`config.mk`:
```
export PLATFORM = sky130hd
export DESIGN_NAME = ls_dma_engine
export DESIGN_NICKNAME = d
export VERILOG_FILES = /design/src/rtl/defines_pkg.sv /design/src/rtl/dma_skid_fifo.sv /design/src/rtl/ls_dma_engine.sv
export SDC_FILE = /design/constraint.sdc
export NUM_CORES = 1
export LEC_CHECK = 0
export ABC_CLOCK_PERIOD_IN_PS = 29700
export CORE_AREA = 5 5 233 235
export CTS_CLUSTER_SIZE = 14
export DETAILED_ROUTE_END_ITERATION = 7
export DIE_AREA = 0 0 238 240
export HOLD_SLACK_MARGIN = 0.03
export MAX_ROUTING_LAYER = met4
export SYNTH_ARGS = -nofsm -noshare
export SYNTH_HDL_FRONTEND = slang
export SYNTH_SLANG_ARGS = --single-unit
export TNS_END_PERCENT = 10
```
`constraint.sdc`:
```
create_clock -name clk -period 29.7 [get_ports clk]
set_clock_uncertainty 0.1 [all_clocks]
set_input_delay 2.97 -clock clk [delete_from_list [all_inputs] [get_ports clk]]
set_output_delay 2.97 -clock clk [all_outputs]
set_load 0.01 [all_outputs]
```
`src/rtl/defines_pkg.sv`:
```
// Shared types and constants for the local-store DMA engine.
package defines_pkg;

  localparam int QW_BYTES     = 16;
  localparam int LS_BYTES_DEF = 262144;
  localparam int MAX_QW       = 1024;

  typedef enum logic { DIR_GET = 1'b0, DIR_PUT = 1'b1 } DmaDir;

  typedef enum logic [1:0] {
    ST_IDLE  = 2'd0,
    ST_GET   = 2'd1,
    ST_PUT   = 2'd2,
    ST_DRAIN = 2'd3
  } DmaState;

endpackage

```
`src/rtl/dma_skid_fifo.sv`:
```
// Two-entry valid/ready buffer between LS read returns and the PUT stream.
module dma_skid_fifo #(
  parameter int W = 128
) (
  input  logic         clk,
  input  logic         rst,
  input  logic         in_valid,
  output logic         in_ready,
  input  logic [W-1:0] in_data,
  output logic         out_valid,
  input  logic         out_ready,
  output logic [W-1:0] out_data,
  output logic [1:0]   count
);

  logic [1:0][W-1:0] mem;
  logic              wr_ptr, rd_ptr;
  logic              push, pop;

  assign in_ready  = (count != 2'd2);
  assign out_valid = (count != 2'd0);
  assign out_data  = mem[rd_ptr];
  assign push      = in_valid & in_ready;
  assign pop       = out_valid & out_ready;

  always_ff @(posedge clk) begin
    if (rst) begin
      wr_ptr <= 1'b0;
      rd_ptr <= 1'b0;
      count  <= 2'd0;
    end else begin
      if (push) begin
        mem[wr_ptr] <= in_data;
        wr_ptr      <= ~wr_ptr;
      end
      if (pop) rd_ptr <= ~rd_ptr;
      count <= count + {1'b0, push} - {1'b0, pop};
    end
  end

endmodule

```
`src/rtl/ls_dma_engine.sv`:
```
// Local-store DMA engine: GET streams quadwords into LS, PUT streams LS out
// through a skid buffer. Addresses wrap modulo LS_BYTES.
module ls_dma_engine
  import defines_pkg::*;
#(
  parameter int LEN_W    = 11,
  parameter int LS_BYTES = LS_BYTES_DEF
) (
  input  logic             clk,
  input  logic             rst,
  input  logic             cmd_valid,
  output logic             cmd_ready,
  input  logic             cmd_dir,
  input  logic [31:0]      cmd_ls_addr,
  input  logic [LEN_W-1:0] cmd_len,
  input  logic             in_valid,
  output logic             in_ready,
  input  logic [127:0]     in_data,
  output logic             out_valid,
  input  logic             out_ready,
  output logic [127:0]     out_data,
  output logic             ls_req,
  input  logic             ls_gnt,
  output logic [31:0]      ls_addr,
  output logic             ls_wr_en,
  output logic [127:0]     ls_data_wr,
  input  logic [127:0]     ls_data_rd,
  output logic             busy,
  output logic             done,
  output logic             err
);

  localparam logic [31:0] ADDR_MASK = 32'(LS_BYTES - 1);

  DmaState          state, state_nxt;
  logic [31:0]      addr;
  logic [LEN_W-1:0] cnt;
  logic             rd_pend, done_q, err_q;
  logic             cmd_fire, cmd_bad, wr_fire, rd_fire;

  logic             sk_ready, sk_valid, sk_pop;
  logic [127:0]     sk_data;
  logic [1:0]       sk_cnt;

  assign cmd_bad = (cmd_len == '0) || (32'(cmd_len) > 32'(MAX_QW)) ||
                   (cmd_ls_addr[3:0] != 4'h0);
  assign sk_pop  = sk_valid & out_ready;

  always_comb begin
    state_nxt = state;
    cmd_fire  = 1'b0;
    wr_fire   = 1'b0;
    rd_fire   = 1'b0;
    case (state)
      ST_IDLE: begin
        cmd_fire = cmd_valid;
        if (cmd_valid && !cmd_bad)
          state_nxt = (DmaDir'(cmd_dir) == DIR_PUT) ? ST_PUT : ST_GET;
      end
      ST_GET: begin
        wr_fire = in_valid & ls_gnt;
        if (wr_fire && cnt == LEN_W'(1)) state_nxt = ST_IDLE;
      end
      ST_PUT: begin
        // In-flight read plus buffered data never exceeds the skid depth.
        rd_fire = ls_gnt && sk_ready && (({1'b0, rd_pend} + sk_cnt) < 2'd2);
        if (rd_fire && cnt == LEN_W'(1)) state_nxt = ST_DRAIN;
      end
      ST_DRAIN: begin
        if (!rd_pend && sk_cnt == 2'd1 && sk_pop) state_nxt = ST_IDLE;
      end
      default: state_nxt = ST_IDLE;
    endcase
  end

  always_ff @(posedge clk) begin
    if (rst) begin
      state   <= ST_IDLE;
      addr    <= '0;
      cnt     <= '0;
      rd_pend <= 1'b0;
      done_q  <= 1'b0;
      err_q   <= 1'b0;
    end else begin
      state   <= state_nxt;
      rd_pend <= rd_fire;
      err_q   <= cmd_fire & cmd_bad;
      done_q  <= (state != ST_IDLE) && (state_nxt == ST_IDLE);
      if (cmd_fire && !cmd_bad) begin
        addr <= cmd_ls_addr & ADDR_MASK;
        cnt  <= cmd_len;
      end else if (wr_fire || rd_fire) begin
        addr <= (addr + 32'(QW_BYTES)) & ADDR_MASK;
        cnt  <= cnt - LEN_W'(1);
      end
    end
  end

  dma_skid_fifo #(.W(128)) u_skid (
    .clk      (clk),
    .rst      (rst),
    .in_valid (rd_pend),
    .in_ready (sk_ready),
    .in_data  (ls_data_rd),
    .out_valid(sk_valid),
    .out_ready(out_ready),
    .out_data (sk_data),
    .count    (sk_cnt)
  );

  // Everything is forced low while rst is held, even before the state clears.
  assign busy       = (state != ST_IDLE) & ~rst;
  assign cmd_ready  = (state == ST_IDLE) & ~rst;
  assign done       = done_q & ~rst;
  assign err        = err_q & ~rst;
  assign ls_req     = busy;
  assign ls_addr    = busy ? addr : '0;
  assign in_ready   = (state == ST_GET) & ls_gnt & ~rst;
  assign ls_wr_en   = wr_fire & ~rst;
  assign ls_data_wr = ((state == ST_GET) && !rst) ? in_data : '0;
  assign out_valid  = sk_valid & ~rst;
  assign out_data   = out_valid ? sk_data : '0;

endmodule

```
==> impl_metrics.csv <==
group,metric,value,unit
min_path,hold_path.class,"reg2reg",
global_route,grt_max_degree,121,
clock_tree,cts_root_buf,"clkbuf_16",
setup_path,crit_path_start_kind,"input pin",
setup_path,cp-startpoint,"rst",
synthesis,ys_ff_latch,294,
power_and_ir_drop,p_leak,6.61,nW
place,place.gp.congestion,0.912,
sta,fmax,105,MHz
synthesis,synth_area,12800,µm²
clock_tree,clk_path_buf_depth,3,
global_route,grt_pass1_vias,10000,
setup_path,endpoint_kind,"primary output",
setup_path,cp_data_arrival_time,6.46,ns
floorplanning,die_x,238,µm
sta,slew_viol_final,0,
sta,relSlewSlack,0.161,
setup_path,required,26.63,ns
setup_path,path_max_fanout,75,
floorplanning,fp.dieH,240,µm
global_route,grt_pass1_wl,71800,µm
sta,setup_viol,0,
clock_tree,cts_resized,0,
drt,drt_wl_total,53000,µm
setup_path,rr_startpoint,"u_skid.count[0]$_SDFF_PP0_",
place,dp_hpwl,40900,µm
synthesis,synthCells,970,
setup_path,rr_endpoint,"u_skid.mem[194]$_DFFE_PP_",
sta,rsz0062_at_grt,"false",
floorplanning,io_pins,602,
drt,vias,9860,
clock_tree,cts.sinks,294,
synthesis,avgSynthCellArea,13.2,µm²
floorplanning,coreArea,52000,µm²
layout,drive_gt1_frac,0.0464,
clock_tree,h-tree-depth,2,
sta,hold_viol,0,
clock_tree,cts_tree,"done",
floorplanning,rows,84,
floorplanning,die_area,57100,µm²
setup_path,crit_path_end,"out_data[114]",
floorplanning,start_util,0.245,
synthesis,synth_edf_count,256,
synthesis,synthFlopType,"edfxtp_1",
power_and_ir_drop,max-vdd-ir-drop,0.0000442,V
clock_tree,postCtsHoldBufs,0,
synthesis,async_flop_share,0,
clock_tree,clock_latency,0.53,ns
place,dp_cells,2181,
clock_tree,clkTransAtPathRegs,0.06,ns
synthesis,yosysUniqueCellTypes,57,
power_and_ir_drop,p_per_area,49.5,nW/µm²
setup_path,r2r_slack,26.55,ns
place,numPortBuffers,573,
layout,synthToLayoutAreaGrowth,58.2,%
sta,fin_crit,9.53,ns
drt,routedWlPerCell,23.5,µm
sta,tightest_slew,1.26,ns
outcome,status,"complete, no violations",
sta,setup_tns,0,ns
setup_path,reg2reg_depth,4,
synthesis,ys_warn_count,0,
sta,timing.final.crit_share,0.321,
layout,finalNonFillerCells,2256,
global_route,grt_antenna_before_repair,31,
setup_path,criticalPathCategory,"in2out",
global_route,grt_use_total,0.178,
drt,ant_nets,0,
layout,fin_nets,1840,
job,drv_cap,0,
drt,drt_iter0_markers,507,
drt,vias_per_cell,4.37,
global_route,overflow,0,
drt,drc,0,
clock_tree,cts_inserted_buffers,34,
synthesis,yosysSeqAreaShare,0.662,
drt,first_pass_iters,5,
clock_tree,post_cts_buffers,0,
layout,fill_cells,5030,
[critical path, cell delays in order]
cell             delay (ns)
clkdlybuf4s50_1        0.46
buf_4                  0.40
inv_1                  0.36
o21ai_4                0.12
buf_4                  0.67
buf_4                  0.63
nor2_1                 0.17
clkdlybuf4s50_1        0.53
[cells in the mapped netlist, types with 3 or more instances]
master | number | area [µm²]
nand3_1 | 5 | 25.0
a21oi_1 | 15 | 75.1
nand2_1 | 16 | 60.1
o221a_2 | 4 | 45.0
and4_1 | 3 | 26.3
xnor2_1 | 5 | 43.8
a311oi_1 | 5 | 43.8
dfxtp_1 | 38 | 761
and3_1 | 14 | 87.6
and2_1 | 148 | 926
nor2_1 | 156 | 586
nor3_1 | 12 | 60.1
mux2i_1 | 130 | 1300
o21ai_0 | 6 | 30.0
edfxtp_1 | 256 | 7690
inv_1 | 12 | 45.0
buf_4 | 18 | 135
ha_1 | 5 | 62.6
xor2_1 | 4 | 35.0
nor4_1 | 8 | 50.1
clkbuf_1 | 50 | 188
nor2b_1 | 5 | 31.3
a211oi_1 | 12 | 90.1
[per-stage QoR]
stage / hold slack (ns) / area, µm² / util / setup WS [ns] / power [W]
CTS: 0.379 / 20200 / 0.388 / 20.10 / 0.00102
global placement: 0.357 / 19200 / 0.368 / 20.14 / 0.000631
detailed placement: 0.358 / 19200 / 0.368 / 20.12 / 0.000631
global route: 0.385 / 20200 / 0.388 / 19.94 / 0.00104
finish: 0.377 / 20200 / 0.388 / 20.17 / 0.00100
floorplan: 0.344 / 12800 / - / 16.71 / 0.000534
[sequential cells by signal, summed over array words and instances (netlist names)]
register       cells
u_skid.wr_ptr      1
err_q              1
u_skid.count       2
addr              18
state              2
rd_pend            1
u_skid.rd_ptr      1
cnt               11
done_q             1
u_skid.mem       256
[worst min-delay path by stage]
stage	start	depth (start not counted)	slack (ns)	to
3_5_place_dp	addr[3]$_SDFFE_PP0P_	1	0.36	addr[3]$_SDFFE_PP0P_
3_3_place_gp	addr[3]$_SDFFE_PP0P_	1	0.36	addr[3]$_SDFFE_PP0P_
6_report	addr[3]$_SDFFE_PP0P_	1	0.38	addr[3]$_SDFFE_PP0P_
5_1_grt	addr[3]$_SDFFE_PP0P_	1	0.39	addr[3]$_SDFFE_PP0P_
2_1_floorplan	addr[0]$_SDFFE_PP0P_	1	0.34	addr[0]$_SDFFE_PP0P_
4_1_cts	addr[3]$_SDFFE_PP0P_	1	0.38	addr[3]$_SDFFE_PP0P_
[cell type report]
cell class              count  area (µm²)  share of cell area
clock buffers              42         902              0.0446
flip-flops and latches    294        8450               0.418
inverters                  12        45.0             0.00223
repair buffers            583        5810               0.288
diodes                     16        40.0             0.00198
well taps                 688         861              0.0426
multi-input cells         604        3990               0.198
clock inverters            17         103             0.00508
[power by group]
group          internal, W  switching (W)
clock network     0.000216       0.000163
logic            0.0000925      0.0000728
registers         0.000450     0.00000577
total             0.000759       0.000241
[cell families (layout without fill, tap and decap cells)]
kind of cell / after synthesis / after routing / synth area share
buffers and inverters: 85 / 654 / 0.0319
muxes: 130 / 130 / 0.102
adders and majority gates: 5 / 5 / 0.00490
and+or+nand+nor: 383 / 383 / 0.155
xor gates and xnor gates: 9 / 9 / 0.00617
DFF: 294 / 294 / 0.662
other: 1 / 30 / 0.000294
AOI/OAI and AO/OA: 63 / 63 / 0.0384
[cell usage in the layout (no fill, tap or decap), types with 3 or more instances in the layout]
master             n
dfxtp_1           37
ha_1               5
o221a_2            4
and4_1             3
and2_1           148
a311oi_1           5
nor4_1             8
clkbuf_16         35
clkinv_2           4
edfxtp_1         256
a211oi_1          12
clkbuf_1           7
mux2i_1          130
nor3_1            11
conb_1            14
a21oi_1           15
and3_1            13
nor2_1           155
nor2b_1            5
inv_1             12
nand3_1            5
xor2_1             4
xnor2_1            5
buf_4             10
diode_2           16
clkinv_1           9
clkdlybuf4s50_1  573
o21ai_0            5
nand2_1           16
[metal layers]
layer / global-route usage / up-vias / wire length (µm)
li1: - / 4613 / -
met1: 0.184 / 4703 / 19400
met2: 0.315 / 461 / 26900
met3: 0.0787 / 83 / 5440
met4: 0.0416 / 0 / 1320
met5: - / - / 0
(Power assumes the default switching activity.)
